[config.mk]
export PLATFORM = sky130hd
export DESIGN_NAME = led_chase_decoder
export DESIGN_NICKNAME = d
export VERILOG_FILES = /design/src/rtl/led_chase_decoder.sv
export SDC_FILE = /design/constraint.sdc
export NUM_CORES = 1
export LEC_CHECK = 0
export ABC_AREA = 0
export CAP_MARGIN = 20
export CORE_UTILIZATION = 50
export DETAILED_ROUTE_END_ITERATION = 16
export PLACE_DENSITY = 0.72
export SLEW_MARGIN = 10
export SYNTH_ARGS = -nofsm -noshare
export SYNTH_HDL_FRONTEND = slang
export SYNTH_SLANG_ARGS = --single-unit
[constraint.sdc]
create_clock -name CLOCK_50 -period 4.5 [get_ports CLOCK_50]
set_input_delay 0.9 -clock CLOCK_50 [delete_from_list [all_inputs] [get_ports CLOCK_50]]
set_output_delay 0.9 -clock CLOCK_50 [all_outputs]
set_load 0.1 [all_outputs]
[src/rtl/led_chase_decoder.sv]
`default_nettype none
// ============================================================================
//  Module   : led_chase_decoder
//  Brief    : Recovers position/direction from a one-hot LED chaser bus and
//             flags malformed patterns, jumps and stalls.
//             Optional LED_CHASE_RANGE_CHECK_EN enables the reversal-range check.
//  Revision : 1.0  initial release
// ============================================================================
module led_chase_decoder #(
  parameter int WIDTH     = 10,
  parameter int POS_W     = 4,
  parameter int STALL_W   = 20,
  parameter int STALL_MAX = 2**20-1,
  parameter int LO_END    = 1,
  parameter int HI_END    = 8
) (
  input  logic              CLOCK_50,
  input  logic              RESET_N,
  input  logic [WIDTH-1:0]  led_in,
  input  logic              clear_err,
  output logic [POS_W-1:0]  pos,
  output logic              pos_valid,
  output logic              dir,
  output logic              step_strobe,
  output logic              bounce_strobe,
  output logic [7:0]        bounce_count,
  output logic              err_onehot,
  output logic              err_jump,
  output logic              err_range,
  output logic              stall
);

  localparam logic [0:0]         c_st_acquire = 1'b0;
  localparam logic [0:0]         c_st_track   = 1'b1;
  localparam logic [STALL_W-1:0] c_stall_max  = STALL_W'(STALL_MAX);
  localparam logic signed [POS_W:0] c_diff_one = {{POS_W{1'b0}}, 1'b1};

  if ((2**POS_W) < WIDTH || LO_END >= HI_END || HI_END >= WIDTH) begin : g_param_check
    $error("led_chase_decoder: inconsistent WIDTH/POS_W/LO_END/HI_END");
  end

  logic [WIDTH-1:0]        r_sync1;
  logic [WIDTH-1:0]        r_s2;
  logic [WIDTH-1:0]        r_prev;
  logic [0:0]              r_state;
  logic [0:0]              w_state_nxt;
  logic [POS_W-1:0]        r_pos;
  logic                    r_dir;
  logic                    r_dir_known;
  logic                    r_step;
  logic                    r_bounce;
  logic [7:0]              r_bounce_cnt;
  logic                    r_err_onehot;
  logic                    r_err_jump;
  logic [STALL_W-1:0]      r_stall_cnt;

  logic                    w_change;
  logic                    w_ok;
  logic [POS_W-1:0]        w_idx;
  logic signed [POS_W:0]   w_diff;
  logic                    w_up;
  logic                    w_dn;
  logic                    w_pos_valid;
  logic                    w_acquire;
  logic                    w_step;
  logic                    w_jump;
  logic                    w_bad;
  logic                    w_bounce;

  // led_in is asynchronous to us; two flops before anything looks at it
  always_ff @(posedge CLOCK_50 or negedge RESET_N) begin
    if (!RESET_N) begin
      r_sync1 <= '0;
      r_s2    <= '0;
      r_prev  <= '0;
    end else begin
      r_sync1 <= led_in;
      r_s2    <= r_sync1;
      r_prev  <= r_s2;
    end
  end

  assign w_change = (r_s2 != r_prev);
  assign w_ok     = (r_s2 != '0) && ((r_s2 & (r_s2 - WIDTH'(1))) == '0);

  always_comb begin
    w_idx = '0;
    for (int i = 0; i < WIDTH; i++) begin
      if (r_s2[i]) w_idx = POS_W'(i);
    end
  end

  assign w_diff = $signed({1'b0, w_idx}) - $signed({1'b0, r_pos});
  assign w_up   = (w_diff == c_diff_one);
  assign w_dn   = (w_diff == '1);

  always_ff @(posedge CLOCK_50 or negedge RESET_N) begin
    if (!RESET_N) r_state <= c_st_acquire;
    else          r_state <= w_state_nxt;
  end

  always_comb begin
    w_state_nxt = r_state;
    case (r_state)
      c_st_acquire: if (w_ok) w_state_nxt = c_st_track;
      c_st_track:   if (w_change && !w_ok) w_state_nxt = c_st_acquire;
      default:      w_state_nxt = c_st_acquire;
    endcase
  end

  always_comb begin
    w_pos_valid = 1'b0;
    w_acquire   = 1'b0;
    w_step      = 1'b0;
    w_jump      = 1'b0;
    w_bad       = 1'b0;
    case (r_state)
      c_st_acquire: w_acquire = w_ok;
      c_st_track: begin
        w_pos_valid = 1'b1;
        if (w_change) begin
          if (!w_ok)              w_bad  = 1'b1;
          else if (w_up || w_dn)  w_step = 1'b1;
          else if (w_diff != '0)  w_jump = 1'b1;
        end
      end
      default: ;
    endcase
  end

  // A reversal needs a known previous direction; the first step after acquire only learns it
  assign w_bounce = w_step && r_dir_known && (w_up != r_dir);

  always_ff @(posedge CLOCK_50 or negedge RESET_N) begin
    if (!RESET_N) begin
      r_pos        <= '0;
      r_dir        <= 1'b0;
      r_dir_known  <= 1'b0;
      r_step       <= 1'b0;
      r_bounce     <= 1'b0;
      r_bounce_cnt <= '0;
      r_err_onehot <= 1'b0;
      r_err_jump   <= 1'b0;
    end else begin
      r_step   <= w_step;
      r_bounce <= w_bounce;
      if (w_acquire) begin
        r_pos       <= w_idx;
        r_dir_known <= 1'b0;
      end else if (w_step) begin
        r_pos       <= w_idx;
        r_dir       <= w_up;
        r_dir_known <= 1'b1;
      end else if (w_jump) begin
        r_pos       <= w_idx;
      end
      if (w_bounce && (r_bounce_cnt != 8'hFF)) r_bounce_cnt <= r_bounce_cnt + 8'd1;
      r_err_onehot <= w_bad  | (r_err_onehot & ~clear_err);
      r_err_jump   <= w_jump | (r_err_jump   & ~clear_err);
    end
  end

  always_ff @(posedge CLOCK_50 or negedge RESET_N) begin
    if (!RESET_N) begin
      r_stall_cnt <= '0;
    end else if ((r_state == c_st_acquire) || w_change) begin
      r_stall_cnt <= '0;
    end else if (r_stall_cnt != c_stall_max) begin
      r_stall_cnt <= r_stall_cnt + STALL_W'(1);
    end
  end

`ifdef LED_CHASE_RANGE_CHECK_EN
  localparam logic [POS_W-1:0] c_lo_end = POS_W'(LO_END);
  localparam logic [POS_W-1:0] c_hi_end = POS_W'(HI_END);

  logic r_err_range;
  logic w_range_bad;

  // r_pos is still the pre-step position while the bounce is being decided
  assign w_range_bad = w_bounce && (r_pos != c_lo_end) && (r_pos != c_hi_end);

  always_ff @(posedge CLOCK_50 or negedge RESET_N) begin
    if (!RESET_N) r_err_range <= 1'b0;
    else          r_err_range <= w_range_bad | (r_err_range & ~clear_err);
  end

  assign err_range = r_err_range;
`else
  assign err_range = 1'b0;
`endif

  assign pos           = r_pos;
  assign pos_valid     = w_pos_valid;
  assign dir           = r_dir;
  assign step_strobe   = r_step;
  assign bounce_strobe = r_bounce;
  assign bounce_count  = r_bounce_cnt;
  assign err_onehot    = r_err_onehot;
  assign err_jump      = r_err_jump;
  assign stall         = (r_stall_cnt == c_stall_max);

endmodule
`default_nettype wire

# ---- Word level (Yosys, flattened, before mapping)
# Index checks and enable logic that the tools add are counted.
dict set report classes {
  addsub 4
  n_eq_ne 7
  muxes 33
  n_bitwise 8
  reduce_logical 15
}
# operator n
set ops {}
lappend ops {{$mux 4} 11}
lappend ops {{$mux 20} 2}
lappend ops {{$add 20x1->20 const B} 1}
lappend ops {{$eq 20x20->1 const B} 1}
lappend ops {{$ne 20x20->1 const B} 1}
lappend ops {{$mux 1} 19}
lappend ops {{$and 10x10->10} 1}
lappend ops {{$logic_not 10->1} 1}
lappend ops {{$ne 10x10->1} 1}
lappend ops {{$reduce_bool 10->1} 1}
lappend ops {{$sub 10x1->10 const B} 1}
lappend ops {{$add 8x1->8 const B} 1}
lappend ops {{$ne 8x8->1 const B} 1}
lappend ops {{$eq 5x2->1 const B} 1}
lappend ops {{$eq 5x5->1 const B} 1}
lappend ops {{$logic_and 1x1->1} 5}
lappend ops {{$reduce_bool 5->1} 1}
lappend ops {{$sub 4x4->5} 1}
lappend ops {{$reduce_bool 2->1} 2}
lappend ops {{$not 1->1} 3}
lappend ops {{$reduce_bool 3->1} 1}
lappend ops {{$and 1x1->1} 2}
lappend ops {{$logic_or 1x1->1} 2}
lappend ops {{$or 1x1->1} 2}
lappend ops {{4 further kinds} 4}
dict set report totals {
  reg_bits 69
  in_bits 13
  output_inout_bits 20
  elab_cells 80
}

# ---- Depth between registers and ports, before layout
dict set report depth {
  ltp_word 19
  depth_mapped 15
  ltp_nobuf 15
}

# ---- Worst setup path after synthesis
# No wires, ideal clock.
dict set report synth_timing {
  path_type {flip-flop to flip-flop}
  from {register r_pos[1], in the netlist pos[1]}
  to {register r_bounce_cnt[1], in the netlist bounce_count[1]}
  setup_ns 0.126
  arrival_ns 3.437
  required_ns 4.374
  path_slack_ns 0.937
  path_stages_with_launch 10
  n_path_buf 0
  period_less_slack_ns 3.563
  path_cell_list {dfrtp_1 > inv_1 > ha_1 > and3b_1 > or3_4 > and2_1 > nor3_2 > o211ai_2 > or4b_4 > mux2_4}
}
dict set report synth_between {
  elab_chain_len 10
  elab_cells_between_ends 12
  classes_between {add/sub: 1; eq/ne: 3; mux: 4; reduce/logical: 4}
}
# item line
set synth_lines {}
lappend synth_lines {{from (decl)} 47} ;# logic [POS_W-1:0] r_pos;
lappend synth_lines {{from (signal assigned)} 148} ;# r_pos <= w_idx;
lappend synth_lines {{from (signal assigned)} 151} ;# r_pos <= w_idx;
lappend synth_lines {{from (signal assigned)} 155} ;# r_pos <= w_idx;
lappend synth_lines {{$sub 4x4->5 *} 93} ;# assign w_diff = $signed({1'b0, w_idx}) - $signed({1'b0, r_pos});
lappend synth_lines {{$eq 5x2->1 or $eq 5x5->1 (tied branches)} {94, 95}}
lappend synth_lines {{$logic_or 1x1->1} 123} ;# else if (w_up || w_dn) w_step = 1'b1;
lappend synth_lines {{$mux 1} 123}
lappend synth_lines {{$mux 1} 122} ;# if (!w_ok) w_bad = 1'b1;
lappend synth_lines {{$mux 1} 121} ;# if (w_change) begin
lappend synth_lines {{$mux 1} 117} ;# case (r_state)
lappend synth_lines {{$logic_and 1x1->1} 132} ;# assign w_bounce = w_step && r_dir_known && (w_up != r_dir);
lappend synth_lines {{$logic_and 1x1->1 *} 132}
lappend synth_lines {{$logic_and 1x1->1 *} 157} ;# if (w_bounce && (r_bounce_cnt != 8'hFF)) r_bounce_cnt <= r_bounce_cnt + 8'd1;
lappend synth_lines {{to (signal assigned)} 157}
lappend synth_lines {{to (decl)} 52} ;# logic [7:0] r_bounce_cnt;
# Every way passes the cells marked *; elsewhere a longest branch is shown, timed or not.
# A chain may end at the register's enable or synchronous reset.

# ---- Final worst setup path
dict set report layout_timing {
  from {register r_s2[8]}
  to {register r_bounce_cnt[1], in the netlist bounce_count[1]}
}
dict set report layout_between {
  elab_chain_len 12
  elab_cells_between_ends 20
  classes_between {add/sub: 2; eq/ne: 4; mux: 6; bitwise: 1; reduce/logical: 7}
}
# item line
set layout_lines {}
lappend layout_lines {{from (decl)} 43} ;# logic [WIDTH-1:0] r_s2;
lappend layout_lines {{from (signal assigned)} 78} ;# r_s2 <= r_sync1;
lappend layout_lines {{$mux 4 * (2 in series)} 89} ;# if (r_s2[i]) w_idx = POS_W'(i);
lappend layout_lines {{via w_idx[3]} 59} ;# logic [POS_W-1:0] w_idx;
lappend layout_lines {{$sub 4x4->5 *} 93}
lappend layout_lines {{$eq 5x2->1 or $eq 5x5->1 (tied branches)} {94, 95}}
lappend layout_lines {{$logic_or 1x1->1} 123}
lappend layout_lines {{$mux 1} 123}
lappend layout_lines {{$mux 1} 122}
lappend layout_lines {{$mux 1} 121}
lappend layout_lines {{$mux 1} 117}
lappend layout_lines {{$logic_and 1x1->1} 132}
lappend layout_lines {{$logic_and 1x1->1 *} 132}
lappend layout_lines {{$logic_and 1x1->1 *} 157}
# The timed path passes the listed nets; every way through them passes the cells marked *.

==> impl_metrics.json <==
{
  "ys_seq_area_share_pct": 55.7,
  "mostFrequentLayoutCell": "dfrtp_1",
  "core-area_sq_um": 5960,
  "viasPerCell": 5.31,
  "synth_seq_cells": 69,
  "drive_above_1_share_pct": 8.64,
  "cts_buffer_depth": 2,
  "yosysWarningCount": 0,
  "fill_cells": 510,
  "grt_pass1_vias": 2056,
  "hp-class": "flop to flop",
  "final_cell_mix": "69 x dfrtp_1, 36 x nor2_1, 29 x clkdlybuf4s50_1",
  "synth.area.top_cells": "dfrtp_1 56%, xnor2_1 5.7%, nor2_1 4.4%, xor2_1 3.4%, ha_1 2.4%",
  "finalSetupTns_ps": 0,
  "port_buffers": 31,
  "drt_pass1_iterations": 4,
  "cp_max_fo": 9,
  "cts_sinks": 69,
  "clk_latency_ps": 340,
  "finalMaxSlewViolations": 0,
  "area_growth_pct": 20.0,
  "drc_errors": 0,
  "grt_max_degree": 38,
  "grt_pass1_wl_mm": 9.31,
  "overflow": 0,
  "h-tree-depth": 3,
  "die_area_sq_um": 6510,
  "wirelength_mm": 5.33,
  "clk_pin_slew_ps": 80,
  "dpl.hpwl_mm": 3.81,
  "status": "complete, no violations",
  "timing.fmax_ghz": 0.271,
  "setup_viol_count_final": 0,
  "syn_area_sq_um": 3100,
  "die_h_microns": 80.7,
  "drv_cap": 0,
  "arrival_ps": 3910,
  "worstSetupStartpointType": "flop",
  "worstMarginPinSlew_ps": 985,
  "fp-row-count": 28,
  "syn_inst": 279,
  "die_w_microns": 80.7,
  "vias": 2119,
  "p_total_w": 0.00139,
  "min_period_ps": 3680,
  "synth_flop_cell": "dfrtp_1",
  "crit_path_end_kind": "flop",
  "fin_util_pct": 62.4,
  "ctsHoldBuffers": 0,
  "synthArstFlopShare_pct": 100,
  "rsz0062_at_grt": "false",
  "cts_setup_buffers": 0,
  "ant_nets": 0,
  "synth_nets": 299,
  "leakage_nw": 1.61,
  "avgRoutedWirePerCell_microns": 13.4,
  "p_per_area_nw_per_um2": 375,
  "cts_root_buf": "clkbuf_8",
  "antenna_found_initial": 0,
  "grtUsageTotal_pct": 19.2,
  "peakVddDrop_mv": 0.251,
  "fin_skew_ps": 14.0,
  "n_antenna_cell": 0,
  "initialDrtViolationCount": 92,
  "required_ps": 4720,
  "synth_area_leader_cell": "dfrtp_1",
  "place_congestion": 0.836,
  "numCtsBuffers": 9,
  "yosysTopAreaCellShare_pct": 55.7,
  "finalHoldViolations": 0,
  "synth-edff-count": 0,
  "timing.final.crit_share_pct": 81.9,
  "synth_area_per_cell_sq_um": 11.1,
  "slew_headroom_pct": 34.1,
  "synth_cell_types": 48,
  "ios": 33,
  "cts_resized": 0,
  "timing.hold.ws_ps": 351,
  "fin_nets": 339,
  "worstSetupPathType": "flop to flop",
  "initial_core_util_pct": 52.0,
  "cts_tree": "built"
}
==> cell type report <==
cell class / count / area (sq um) / area share [%]
sequential: 69 / 1730 / 46.5
multi-input combinational: 197 / 1320 / 35.5
timing repair buffer: 32 / 310 / 8.35
clock buffer: 9 / 124 / 3.33
clock inverter: 7 / 105 / 2.83
tap: 75 / 93.8 / 2.53
inverter: 10 / 37.5 / 1.01
==> worst max-delay path, stage by stage, from the launching register on <==
cell      delay, ps
dfrtp_1         450
or2_2           360
a21oi_1         240
ha_1            320
and3b_1         210
or3_4           380
and2_1          180
nor3_2          300
o211ai_2        240
or4b_4          590
mux2_4          310
==> cell usage after synthesis (all sizes together), types with 3 or more instances <==
cell type / n
o21ai: 11
nor3: 11
nand4: 4
and2: 4
nand3: 9
mux2i: 5
xnor2: 20
nor2b: 4
a21oi: 7
inv: 10
xor2: 12
dfrtp: 69
o211ai: 3
mux2: 6
nand2: 17
ha: 6
and3: 10
or2: 3
nor2: 36
nor4: 4
nand2b: 4
==> cells by family (layout without fill, tap and decap cells) <==
family / count (synthesis) / count (layout) / synth area share [%]
other: 1 / 1 / 0.121
buffers and inverters: 13 / 58 / 1.70
and+or+nand+nor: 116 / 116 / 19.6
xor gates and xnor gates: 32 / 32 / 9.05
adders and majority gates: 8 / 8 / 3.39
muxes: 11 / 11 / 3.92
DFF: 69 / 69 / 55.7
AOI/OAI and AO/OA: 29 / 29 / 6.46
==> sequential cells by signal, summed over array words and instances, names as in the netlist <==
signal         flops
r_dir_known        1
r_state            1
dir                1
r_stall_cnt       20
bounce_strobe      1
r_s2              10
bounce_count       8
r_sync1           10
err_onehot         1
r_prev            10
err_jump           1
step_strobe        1
pos                4
==> where the power goes <==
group / internal [W] / switching [W]
sequential: 0.000638 / 0.0000160
combinational: 0.0000558 / 0.000106
clock: 0.000322 / 0.000256
==> stage by stage <==
stage               cells  instance area (sq um)  worst slack, ps
floorplan             279                   3100              937
global placement      383                   3490              965
detailed placement    383                   3490              878
CTS                   399                   3720              849
global route          399                   3720              619
finish                399                   3720              816
==> layer usage <==
metal,GRT usage [%],routed length [microns],vias up
met5,0,0,-
met4,8.04,31,0
li1,-,-,1038
met3,5.11,162,4
met2,29.2,2530,42
met1,26.0,2600,1035
==> worst paths after layout <==
check                            from              end  slack (ps)  cells past startpoint
setup / recovery              r_s2[8]  bounce_count[1]         820                     10
hold / removal             r_sync1[8]          r_s2[8]         350                      0
setup reg to reg              r_s2[8]  bounce_count[1]         820                     10
hold reg to reg            r_sync1[8]          r_s2[8]         350                      0
max in group asynchronous     RESET_N   r_stall_cnt[7]        2950                      2
min in group asynchronous     RESET_N           pos[2]         630                      1
Power figures use the tool's default switching activity.
